--- config.mk ---
export PLATFORM = sky130hd
export DESIGN_NAME = lfsr_rand_arbiter
export DESIGN_NICKNAME = d
export VERILOG_FILES = /design/src/rtl/lfsr_rand_arbiter.sv
export SDC_FILE = /design/constraint.sdc
export NUM_CORES = 1
export LEC_CHECK = 0
export ABC_AREA = 1
export CAP_MARGIN = 20
export CORE_MARGIN = 3
export CORE_UTILIZATION = 33
export CTS_CLUSTER_DIAMETER = 150
export DETAILED_ROUTE_END_ITERATION = 12
export GPL_ROUTABILITY_DRIVEN = 0
export HOLD_SLACK_MARGIN = 0.12
export SLEW_MARGIN = 20
export SYNTH_ARGS = -nofsm -noshare
export SYNTH_HDL_FRONTEND = slang
export SYNTH_SLANG_ARGS = --single-unit
export TNS_END_PERCENT = 20
--- constraint.sdc ---
create_clock -name clk -period 2.5 [get_ports clk]
set_clock_uncertainty 0.15 [all_clocks]
set_input_delay 0.25 -clock clk [delete_from_list [all_inputs] [get_ports clk]]
set_output_delay 0.25 -clock clk [all_outputs]
set_load 0.02 [all_outputs]
--- src/rtl/lfsr_rand_arbiter.sv ---
// Round-robin arbiter sharing one free-running XNOR LFSR sampler among NUM_REQ requesters.
// Each grant captures LFSR samples, rejects out-of-range values, and falls back to RANGE_MAX.
module lfsr_rand_arbiter #(
    parameter int unsigned NUM_REQ   = 4,
    parameter int unsigned WIDTH     = 10,
    parameter int unsigned RANGE_MAX = 1000,
    parameter int unsigned MAX_RETRY = 7
) (
    input  logic               clk,
    input  logic               reset_n,
    input  logic [NUM_REQ-1:0] req,
    input  logic [WIDTH-1:0]   lfsr_out,
    output logic               lfsr_enable,
    output logic [NUM_REQ-1:0] gnt,
    output logic [WIDTH-1:0]   rand_val,
    output logic               rand_valid,
    output logic               rand_clamped,
    output logic               busy
);

    localparam int unsigned     PtrW    = (NUM_REQ > 1) ? $clog2(NUM_REQ) : 1;
    localparam logic [PtrW-1:0] LastIdx = PtrW'(NUM_REQ - 1);

    typedef enum logic [1:0] {StIdle, StCapture, StCheck, StDeliver} state_e;

    state_e           state_q;
    logic [PtrW-1:0]  rr_ptr_q, rr_ptr_d;
    logic [PtrW-1:0]  winner_q, winner_d;
    logic [PtrW-1:0]  idx;
    logic [3:0]       retry_q;
    logic [WIDTH-1:0] rand_val_q;
    logic             rand_clamped_q;
    logic             found;
    logic             reject;

    // First requester at or above rr_ptr_q, wrapping around.
    always_comb begin
        winner_d = '0;
        found    = 1'b0;
        idx      = rr_ptr_q;
        for (int unsigned i = 0; i < NUM_REQ; i++) begin
            if (!found && req[idx]) begin
                found    = 1'b1;
                winner_d = idx;
            end
            idx = (idx == LastIdx) ? '0 : idx + 1'b1;
        end
    end

    assign rr_ptr_d = (winner_q == LastIdx) ? '0 : winner_q + 1'b1;

    // All-ones is the XNOR lockup state and never a usable sample.
    assign reject = (32'(lfsr_out) > RANGE_MAX) || (&lfsr_out);

    always_ff @(posedge clk or negedge reset_n) begin
        if (!reset_n) begin
            state_q        <= StIdle;
            rr_ptr_q       <= '0;
            winner_q       <= '0;
            retry_q        <= '0;
            rand_val_q     <= '0;
            rand_clamped_q <= 1'b0;
        end else begin
            unique case (state_q)
                StIdle: begin
                    if (|req) begin
                        winner_q <= winner_d;
                        retry_q  <= '0;
                        state_q  <= StCapture;
                    end
                end
                StCapture: state_q <= StCheck;
                StCheck: begin
                    if (!reject) begin
                        rand_val_q     <= lfsr_out;
                        rand_clamped_q <= 1'b0;
                        state_q        <= StDeliver;
                    end else if (retry_q < 4'(MAX_RETRY)) begin
                        retry_q <= retry_q + 4'd1;
                        state_q <= StCapture;
                    end else begin
                        rand_val_q     <= WIDTH'(RANGE_MAX);
                        rand_clamped_q <= 1'b1;
                        state_q        <= StDeliver;
                    end
                end
                StDeliver: begin
                    rr_ptr_q <= rr_ptr_d;
                    state_q  <= StIdle;
                end
                default: state_q <= StIdle;
            endcase
        end
    end

    // Strobes decode straight from the state register.
    assign lfsr_enable  = (state_q == StCapture);
    assign busy         = (state_q != StIdle);
    assign rand_valid   = (state_q == StDeliver);
    assign gnt          = rand_valid ? (NUM_REQ'(1) << winner_q) : '0;
    assign rand_val     = rand_val_q;
    assign rand_clamped = rand_clamped_q;

endmodule

==> flow_summary.yaml <==
die:
  coreArea_um2: 3800
  io_pins: 34
  die_h_um: 69.9
  start_util_pct: 35.4
  num_rows: 22
  die_area_um2: 4880
  die_x_um: 69.9
synth:
  synth_cell_types: 22
  postSynthCellCount: 191
  synth_compound_area_share_pct: 5.76
  avgSynthCellArea_um2: 7.05
  synthAdderAreaFrac_pct: 5.58
  synth-simple-area-share_pct: 38.2
  synth_seq_cells: 21
  synth_mux_area_share_pct: 0
  synth_area_um2: 1350
  seq_area_frac_synth_pct: 39.0
  yosysWarnings: 0
  synth_xor_area_share_pct: 1.30
  synth_fp_nets: 213
  synth_top_family_by_area: "simple AND/OR/NAND/NOR gates"
clock_tree:
  clock_sinks: 21
  hold_buffers: 0
  clk_path_buf_depth: 2
  cts_max_level: 1
  clkTransAtPathRegs_ns: 0.08
  cts_made_buffers: 3
  cts_resized: 0
  root_buffer: "clkbuf_8"
  cts_setup_buffers: 0
  cts_tree: "built"
  insertion_delay_ns: 0.26
worst_setup_path:
  cp_max_fo: 4
  worstReg2RegEnd: "winner_q[1]$_DFFE_PN0P_"
  r2r_cells: 12
  criticalPathCategory: "reg2out"
  cp-end-kind: "output port"
  required_ns: 2.10
  r2r_start: "rr_ptr_q[0]$_DFFE_PN0P_"
  cp-start-kind: "flop"
  r2r_slack_ns: 0.54
  critPathArrivalTime_ns: 1.67
grt:
  grt_pass1_vias: 1127
  grt_max_degree: 22
  grt_pass1_wl_mm: 4.90
  grt_use_total_pct: 12.2
  grt_antenna_before_repair: 0
  overflow: 0
power:
  pwr-share-clk_pct: 9.9
  p_sw_uw: 1100
  p_comb_share_pct: 63.4
  ir_drop_mv: 0.540
  powerDensity_nw_per_um2: 1270
  seqPwrFrac_pct: 26.7
  power_uw: 2260
  p_leak_uw: 0.000921
  internal-power_uw: 1160
  switching_share_pct: 48.7
cells_and_area:
  n_fill_cell: 399
  drive_above_1_share_pct: 11.0
  multi_input_area_um2: 684
  n_antenna_cell: 0
  seq_area_um2: 526
  area_growth_pct: 32.1
  fin_nets: 250
timing:
  grt_setup_unrepaired: "false"
  slew-limit-headroom_pct: 79.4
  fin_crit_sh_pct: 82.8
  hold_viol: 0
  worst_pin_slew_ns: 0.309
  drv_slew: 0
  setup_viol: 0
  fmax_ghz: 0.483
  tns_ns: 0
  fin_crit_ns: 2.07
routing:
  viasPerCell: 4.48
  postRouteWirelength_mm: 2.85
  drc: 0
  antenna_left: 0
  dr.pass1.iters: 4
  post_drt_wl_per_cell_um: 10.4
  vias: 1232
  dr.first_iter.drc_count: 40
job:
  maxCapViolations: 0
status:
  outcome: "finished, final reports clean"
hold_path:
  hold_path_class: "in2async"
placement:
  io_buffers: 33
  dp_hpwl_mm: 2.21
## final cells by class
class                      count  share of cell area [%]
sequential                    21                    29.6
multi-input combinational    135                    38.5
clock buffer                   3                    2.32
clock inverter                 1                   0.281
tap                           48                    3.38
timing repair buffer          34                    19.0
inverter                      33                    6.97
## logic make-up (layout without fill, tap and decap cells)
kind of cell    Yosys count  after routing
simple gates            112            112
flops                    21             21
xor+xnor                  2              2
buf+inv                  35             71
compound gates           15             15
fa+ha+maj                 6              6
## sequential cells by signal (all words and copies together) (netlist names)
name	count
rand_clamped	1
state_q	2
rand_val	10
retry_q	4
winner_q	2
rr_ptr_q	2
## synth_stat cells
master	n	share of area, %
dfrtp_1	21	39
buf_2	1	0.37
or2_2	1	0.46
nor2_4	3	2.5
o21ai_0	3	1.1
nand3_2	3	2.2
nand2_2	5	2.3
xor2_1	2	1.3
buf_4	1	0.56
nand4_1	2	0.93
nor2_1	20	5.6
inv_1	27	7.5
nor2_2	2	0.93
nand2_1	59	16
clkinv_1	1	0.28
nand2_4	1	0.84
ha_1	6	5.6
nand3_1	16	5.9
o21ai_1	9	3.3
a21oi_1	2	0.74
inv_2	5	1.4
a21boi_0	1	0.56
## routing by layer
metal / vias up / wire length, um / global-route usage (%)
met1: 537 / 1550 / 18.1
li1: 657 / - / -
met4: 0 / 27 / 4.47
met3: 4 / 147 / 2.16
met2: 34 / 1130 / 17.4
met5: - / 0 / 0
## cells in the final DEF, fill, tap and decap left out, types with 5 or more instances in the layout
| master | count |
|---|---|
| inv_1 | 27 |
| nand2_2 | 5 |
| clkdlybuf4s50_1 | 33 |
| dfrtp_1 | 21 |
| ha_1 | 6 |
| nor2_1 | 20 |
| o21ai_1 | 9 |
| inv_2 | 5 |
| nand3_1 | 16 |
| nand2_1 | 59 |
## critical path, cell delays in order, from the launching register on
cell and delay, ns:
dfrtp_1 0.43, inv_1 0.12, ha_1 0.15, inv_1 0.03, nor2_1 0.08, clkdlybuf4s50_1 0.61
## worst max path at each step
stage / from / slack (ns) / cells after the start / end
2_1_floorplan: rr_ptr_q[0]$_DFFE_PN0P_ / 0.75 / 12 / winner_q[1]$_DFFE_PN0P_
3_3_place_gp: rr_ptr_q[0]$_DFFE_PN0P_ / 0.56 / 12 / winner_q[1]$_DFFE_PN0P_
3_5_place_dp: lfsr_out[8] / 0.54 / 10 / retry_q[2]$_DFFE_PN0P_
4_1_cts: winner_q[0]$_DFFE_PN0P_ / 0.41 / 5 / gnt[0]
5_1_grt: winner_q[0]$_DFFE_PN0P_ / 0.34 / 5 / gnt[2]
6_report: winner_q[0]$_DFFE_PN0P_ / 0.43 / 5 / gnt[0]
## power by group through the flow
stage	Combinational, uW	Sequential, uW	Clock [uW]
floorplan	921	680	0
global placement	1440	607	0
detailed placement	1440	602	0
CTS	1450	603	234
global route	1610	622	244
finish	1430	602	224
## metrics by stage
step | util [%] | cells | area (um2) | setup slack, ns | hold slack [ns]
CTS | 46.8 | 275 | 1780 | 0.414 | 0.174
floorplan | - | 191 | 1350 | 0.751 | -0.196
detailed placement | 45.6 | 271 | 1730 | 0.541 | 0.321
finish | 46.8 | 275 | 1780 | 0.431 | 0.166
global route | 46.8 | 275 | 1780 | 0.340 | 0.190
global placement | 45.6 | 271 | 1730 | 0.562 | 0.318
No activity file was read; power rests on OpenSTA's default activity.
==> variant 1: new RTL, config.mk and constraints unchanged <==
Set the parameter `WIDTH` to 20 (it was 10).
--- a/src/rtl/lfsr_rand_arbiter.sv
+++ b/src/rtl/lfsr_rand_arbiter.sv
@@ -3,5 +3,5 @@
 module lfsr_rand_arbiter #(
     parameter int unsigned NUM_REQ   = 4,
-    parameter int unsigned WIDTH     = 10,
+    parameter int unsigned WIDTH     = 20,
     parameter int unsigned RANGE_MAX = 1000,
     parameter int unsigned MAX_RETRY = 7
Interface: changed (resized lfsr_out and rand_val); port bits go from 34 to 54. The function was not compared with the original's and may differ.
==> variant 1 against the original RTL <==
- global-route usage grew 0.50 points
- combinational power fell by 28%
- final area is 37% higher
- first-iteration DRC count increased by 130%
- non-clock buffer count rose by 20
- total power rose by 0.52%
- die area grew 26%
- sequential cell count increased by 10
- utilization increased by 3.2 points
- routed wire length increased by 27%
- worst setup slack got worse by 38 ps
- area after synthesis up 28%
==> variant 1: results <==
[global_route]
grt_start_max_net_pins = 32
grt_pass1_wl_mm = 6.24
grt_usage = 0.127
grt_pass1_vias = 1413
grt_antenna_before_repair = 0

[critical_path]
reg2reg_slack_ps = 580
r2r_start = "rr_ptr_q[0]"
critPathMaxStageDelay_ps = 600
worst_ep_arrival_time_ps = 1710
r2r_end = "winner_q[0]"
critPathSlowestCell = "clkdlybuf4s50_1"
ff2ff_path_depth = 11
path_delay_family = "buffers and inverters"

[yosys]
synth_nets = 264
synth_top_flop_cell = "dfrtp_1"
ys_top_cells_by_count = "nand2_1 (67), inv_1 (40), nor2_1 (32), dfrtp_1 (31), nand3_1 (22)"
async_reset_ff_frac = 1.00
ys_types = 24
yosysWarnings = 0
synth_area_leaders = "dfrtp_1 (45%), nand2_1 (15%), inv_1 (8.7%)"
ys_seq_area_frac = 0.450

[clock_network]
numCtsBuffers = 5
cts_resized = 0
h-tree-depth = 2
path_clk_slew_ps = 60
worstSkewPairLatency_ps = 280
clock_sinks = 31
cts_root_buffer = "clkbuf_8"
clk_path_buf_depth = 2
post_cts_buffers = 0

[final_layout]
clk_share = 0.0482
buf_share = 0.220
nMultiInputCombCells = 158
clkbuf_count = 6
sh_seq_area = 0.318
inverters = 41
final_nets = 323
nNonClkBuffers = 54
multiInputGateArea_um2 = 773
largest_register_ffs = 20
drive_gt1_frac = 0.0788
fill_cells = 513

[detailed_routing]
drt_wl_total_mm = 3.64
drtPass1Iterations = 4
dr_wl_met3_um = 272
highest_layer = "met4"
initialDrtViolationCount = 92
vias_per_cell = 4.31
wl_met2_mm = 1.67
wl_met1_mm = 1.67

[placed_design]
place_ws_ps = 477
post-dp-hpwl_mm = 2.90
port_buffers = 53

[pwr]
leakage_nw = 1.21
p_sw_uw = 895
peakVddDrop_mv = 0.381

[hold_path]
hold_path_class = "input port to async pin"

[sta]
hold_slack_ps = 203
tightest_slew_ps = 383

[outcome]
status = "complete, no violations"
## variant 1: worst max-delay path by stage
stage                   to          from  slack (ps)  cells past startpoint
6_report            gnt[2]   winner_q[0]         390                      5
5_1_grt             gnt[2]   winner_q[0]         260                      5
3_3_place_gp   rand_val[8]   lfsr_out[5]         520                     10
3_5_place_dp   rand_val[7]  lfsr_out[10]         480                     10
4_1_cts             gnt[2]   winner_q[0]         370                      5
2_1_floorplan  winner_q[0]   rr_ptr_q[0]         820                     11
## variant 1: routing by layer
metal,vias up,GRT usage
met5,-,0
met4,0,0.0315
met3,4,0.0413
met2,50,0.202
met1,675,0.166
li1,819,-
## variant 1: power by group through the flow
stage               clock network [mW]  registers (mW)  logic (mW)
finish                           0.499           0.748        1.03
global route                     0.538           0.769        1.17
CTS                              0.521           0.750        1.03
detailed placement                   0           0.753        1.03
global placement                     0           0.753        1.02
floorplan                            0           0.793       0.619
## variant 1: cells by family (layout without fill, tap and decap cells)
logic type               Yosys count  after routing  share of synthesized area
AND/OR/NAND/NOR                  142            142                      0.368
AO/OA/AOI/OAI                      9              9                     0.0312
XOR/XNOR                           1              1                    0.00508
flip-flops                        31             31                      0.450
buffers and inverters             43            103                      0.102
adder cells (fa/ha/maj)            6              6                     0.0435
## variant 1: per-stage QoR
| stage | utilization | area (µm²) | total power [mW] | cells |
|---|---|---|---|---|
| after global routing | 0.501 | 2440 | 2.47 | 359 |
| after detailed placement | 0.476 | 2320 | 1.79 | 351 |
| after floorplan | - | 1730 | 1.41 | 232 |
| final | 0.501 | 2440 | 2.27 | 359 |
| after CTS | 0.501 | 2440 | 2.31 | 359 |
| after global placement | 0.476 | 2320 | 1.78 | 351 |
==> variant 2: new RTL, same flow settings <==
Without the edit above. Encoding of `state_e`: now Gray code (2 bits for 4 states).
--- a/src/rtl/lfsr_rand_arbiter.sv
+++ b/src/rtl/lfsr_rand_arbiter.sv
@@ -22,5 +22,5 @@
     localparam logic [PtrW-1:0] LastIdx = PtrW'(NUM_REQ - 1);
 
-    typedef enum logic [1:0] {StIdle, StCapture, StCheck, StDeliver} state_e;
+    typedef enum logic [1:0] {StIdle = 2'b00, StCapture = 2'b01, StCheck = 2'b11, StDeliver = 2'b10} state_e;
 
     state_e           state_q;
Behaviour: same outputs for any inputs over 10 cycles, from zero or initial values and one cycle with reset_n low; not proved beyond that.
==> variant 2 against the original RTL <==
- maximum frequency decreased by 2.3%
- non-clock buffer count increased by 2
- final area decreased by 0.21%
- routed wire length down 2.1%
- total power hardly changed
- utilization increased by 0.24 points
- hold slack better by 16 ps
- sequential cell count stayed put
- area after synthesis down 1.7%
- critical path depth is 1 higher
- worst setup slack got worse by 49 ps
==> variant 2: results <==
[critical_path]
r2r_end = "winner_q[1]"
worst_ep_arrival_time_ps = 1720
critPathSlowestCell = "clkdlybuf4s50_1"
critPathMaxStageDelay_ps = 600
reg2reg_slack_ps = 630
path_delay_family = "buffers and inverters"
cp_max_fo = 6
r2r_start = "rr_ptr_q[0]"
ff2ff_path_depth = 11

[yosys]
synth_nets = 213
async_reset_ff_frac = 1.00
ys_top_cells_by_count = "nand2_1 (64), inv_1 (25), dfrtp_1 (21), nand3_1 (20), nor2_1 (18)"
synth_area_leaders = "dfrtp_1 (40%), nand2_1 (18%), nand3_1 (7.6%)"
synth_edf_count = 0
yosysWarnings = 0
ys_seq_area_frac = 0.397
ys_types = 21

[detailed_routing]
drt_wl_total_mm = 2.80
drtPass1Iterations = 4
vias_per_cell = 4.47
initialDrtViolationCount = 44

[final_layout]
fill_cells = 371
largest_register_ffs = 10
diodes = 0
final_nets = 253
drive_gt1_frac = 0.100

[placed_design]
port_buffers = 33
post-dp-hpwl_mm = 2.24

[clock_network]
numCtsBuffers = 3
cts_resized = 0
clk_path_buf_depth = 2
worstSkewPairLatency_ps = 250
h-tree-depth = 1
post_cts_buffers = 0
cts_root_buffer = "clkbuf_8"
path_clk_slew_ps = 70

[sta]
hold_slack_ps = 182
relSlewSlack = 0.750

[outcome]
status = "complete, no violations"

[global_route]
grt_pass1_vias = 1131
grt_pass1_wl_mm = 5.07
grt_usage = 0.125
grt_start_max_net_pins = 22
grt_antenna_before_repair = 0

[hold_path]
hold_path_class = "input port to async pin"

[pwr]
leakage_nw = 0.903
peakVddDrop_mv = 0.531
## variant 2: changes by cell type after synthesis, moves of 2 or more
cell / unedited run / this run
a21oi_1: 2 / 4
inv_1: 27 / 25
inv_2: 5 / 3
nand2_1: 59 / 64
nand3_1: 16 / 20
nand3_2: 3 / 1
nor2_1: 20 / 18
nor2_2: 2 / 4
nor2_4: 3 / 0
o21ai_0: 3 / 5
o21ai_1: 9 / 6
## variant 2: through the flow
stage | std cells | setup WS, ps | total power [mW] | utilization | area [µm²]
global route | 278 | 280 | 2.51 | 0.470 | 1770
finish | 278 | 382 | 2.26 | 0.470 | 1770
CTS | 278 | 353 | 2.29 | 0.470 | 1770
detailed placement | 274 | 499 | 2.06 | 0.459 | 1730
global placement | 274 | 524 | 2.07 | 0.459 | 1730
floorplan | 191 | 775 | 1.59 | - | 1320
## variant 2: cells by family after synthesis
group / after synthesis / share of synthesized area
adder cells (fa/ha/maj): 6 / 0.0567
XOR/XNOR: 1 / 0.00662
AND/OR/NAND/NOR: 117 / 0.386
AO/OA/AOI/OAI: 17 / 0.0690
flip-flops: 21 / 0.397
buffers and inverters: 29 / 0.0851
## variant 2: worst reg2reg max path: stages (launching register included)
cell	delay, ps
dfrtp_1	450
ha_1	440
inv_2	120
nor2_2	130
nand2_1	70
nand2_2	80
nand2_2	60
nor2_2	90
nand2_1	50
nand2_1	50
nor2_1	40
nor2_1	70
## variant 2: routing by layer
layer / vias up / routed length (µm) / track usage
met5: - / 0 / 0
met4: 0 / 22 / 0.0304
met3: 2 / 123 / 0.0377
met2: 24 / 1250 / 0.189
met1: 540 / 1400 / 0.174
li1: 678 / - / -
## variant 2: worst max-delay path by stage
| stage | depth (start not counted) | to | from | slack [ps] |
|---|---|---|---|---|
| after floorplan | 4 | gnt[0] | state_q[1] | 770 |
| after global placement | 8 | rand_val[5] | lfsr_out[6] | 520 |
| after detailed placement | 8 | rand_val[8] | lfsr_out[6] | 500 |
| after CTS | 6 | gnt[1] | state_q[1] | 350 |
| after global routing | 6 | gnt[3] | state_q[1] | 280 |
| final | 6 | gnt[1] | state_q[1] | 380 |
## variant 2: layout make-up
| class | count | share of cell area |
|---|---|---|
| Clock buffer | 4 | 0.0254 |
| Inverter | 28 | 0.0592 |
| Multi-Input combinational cell | 141 | 0.386 |
| Timing Repair Buffer | 36 | 0.199 |
| Tap cell | 48 | 0.0339 |
| Sequential cell | 21 | 0.296 |
## variant 2: power by group
| group | total [mW] | switching (mW) | internal, mW |
|---|---|---|---|
| Combinational | 1.45 | 0.867 | 0.578 |
| Clock | 0.214 | 0.100 | 0.113 |
| Sequential | 0.601 | 0.112 | 0.489 |
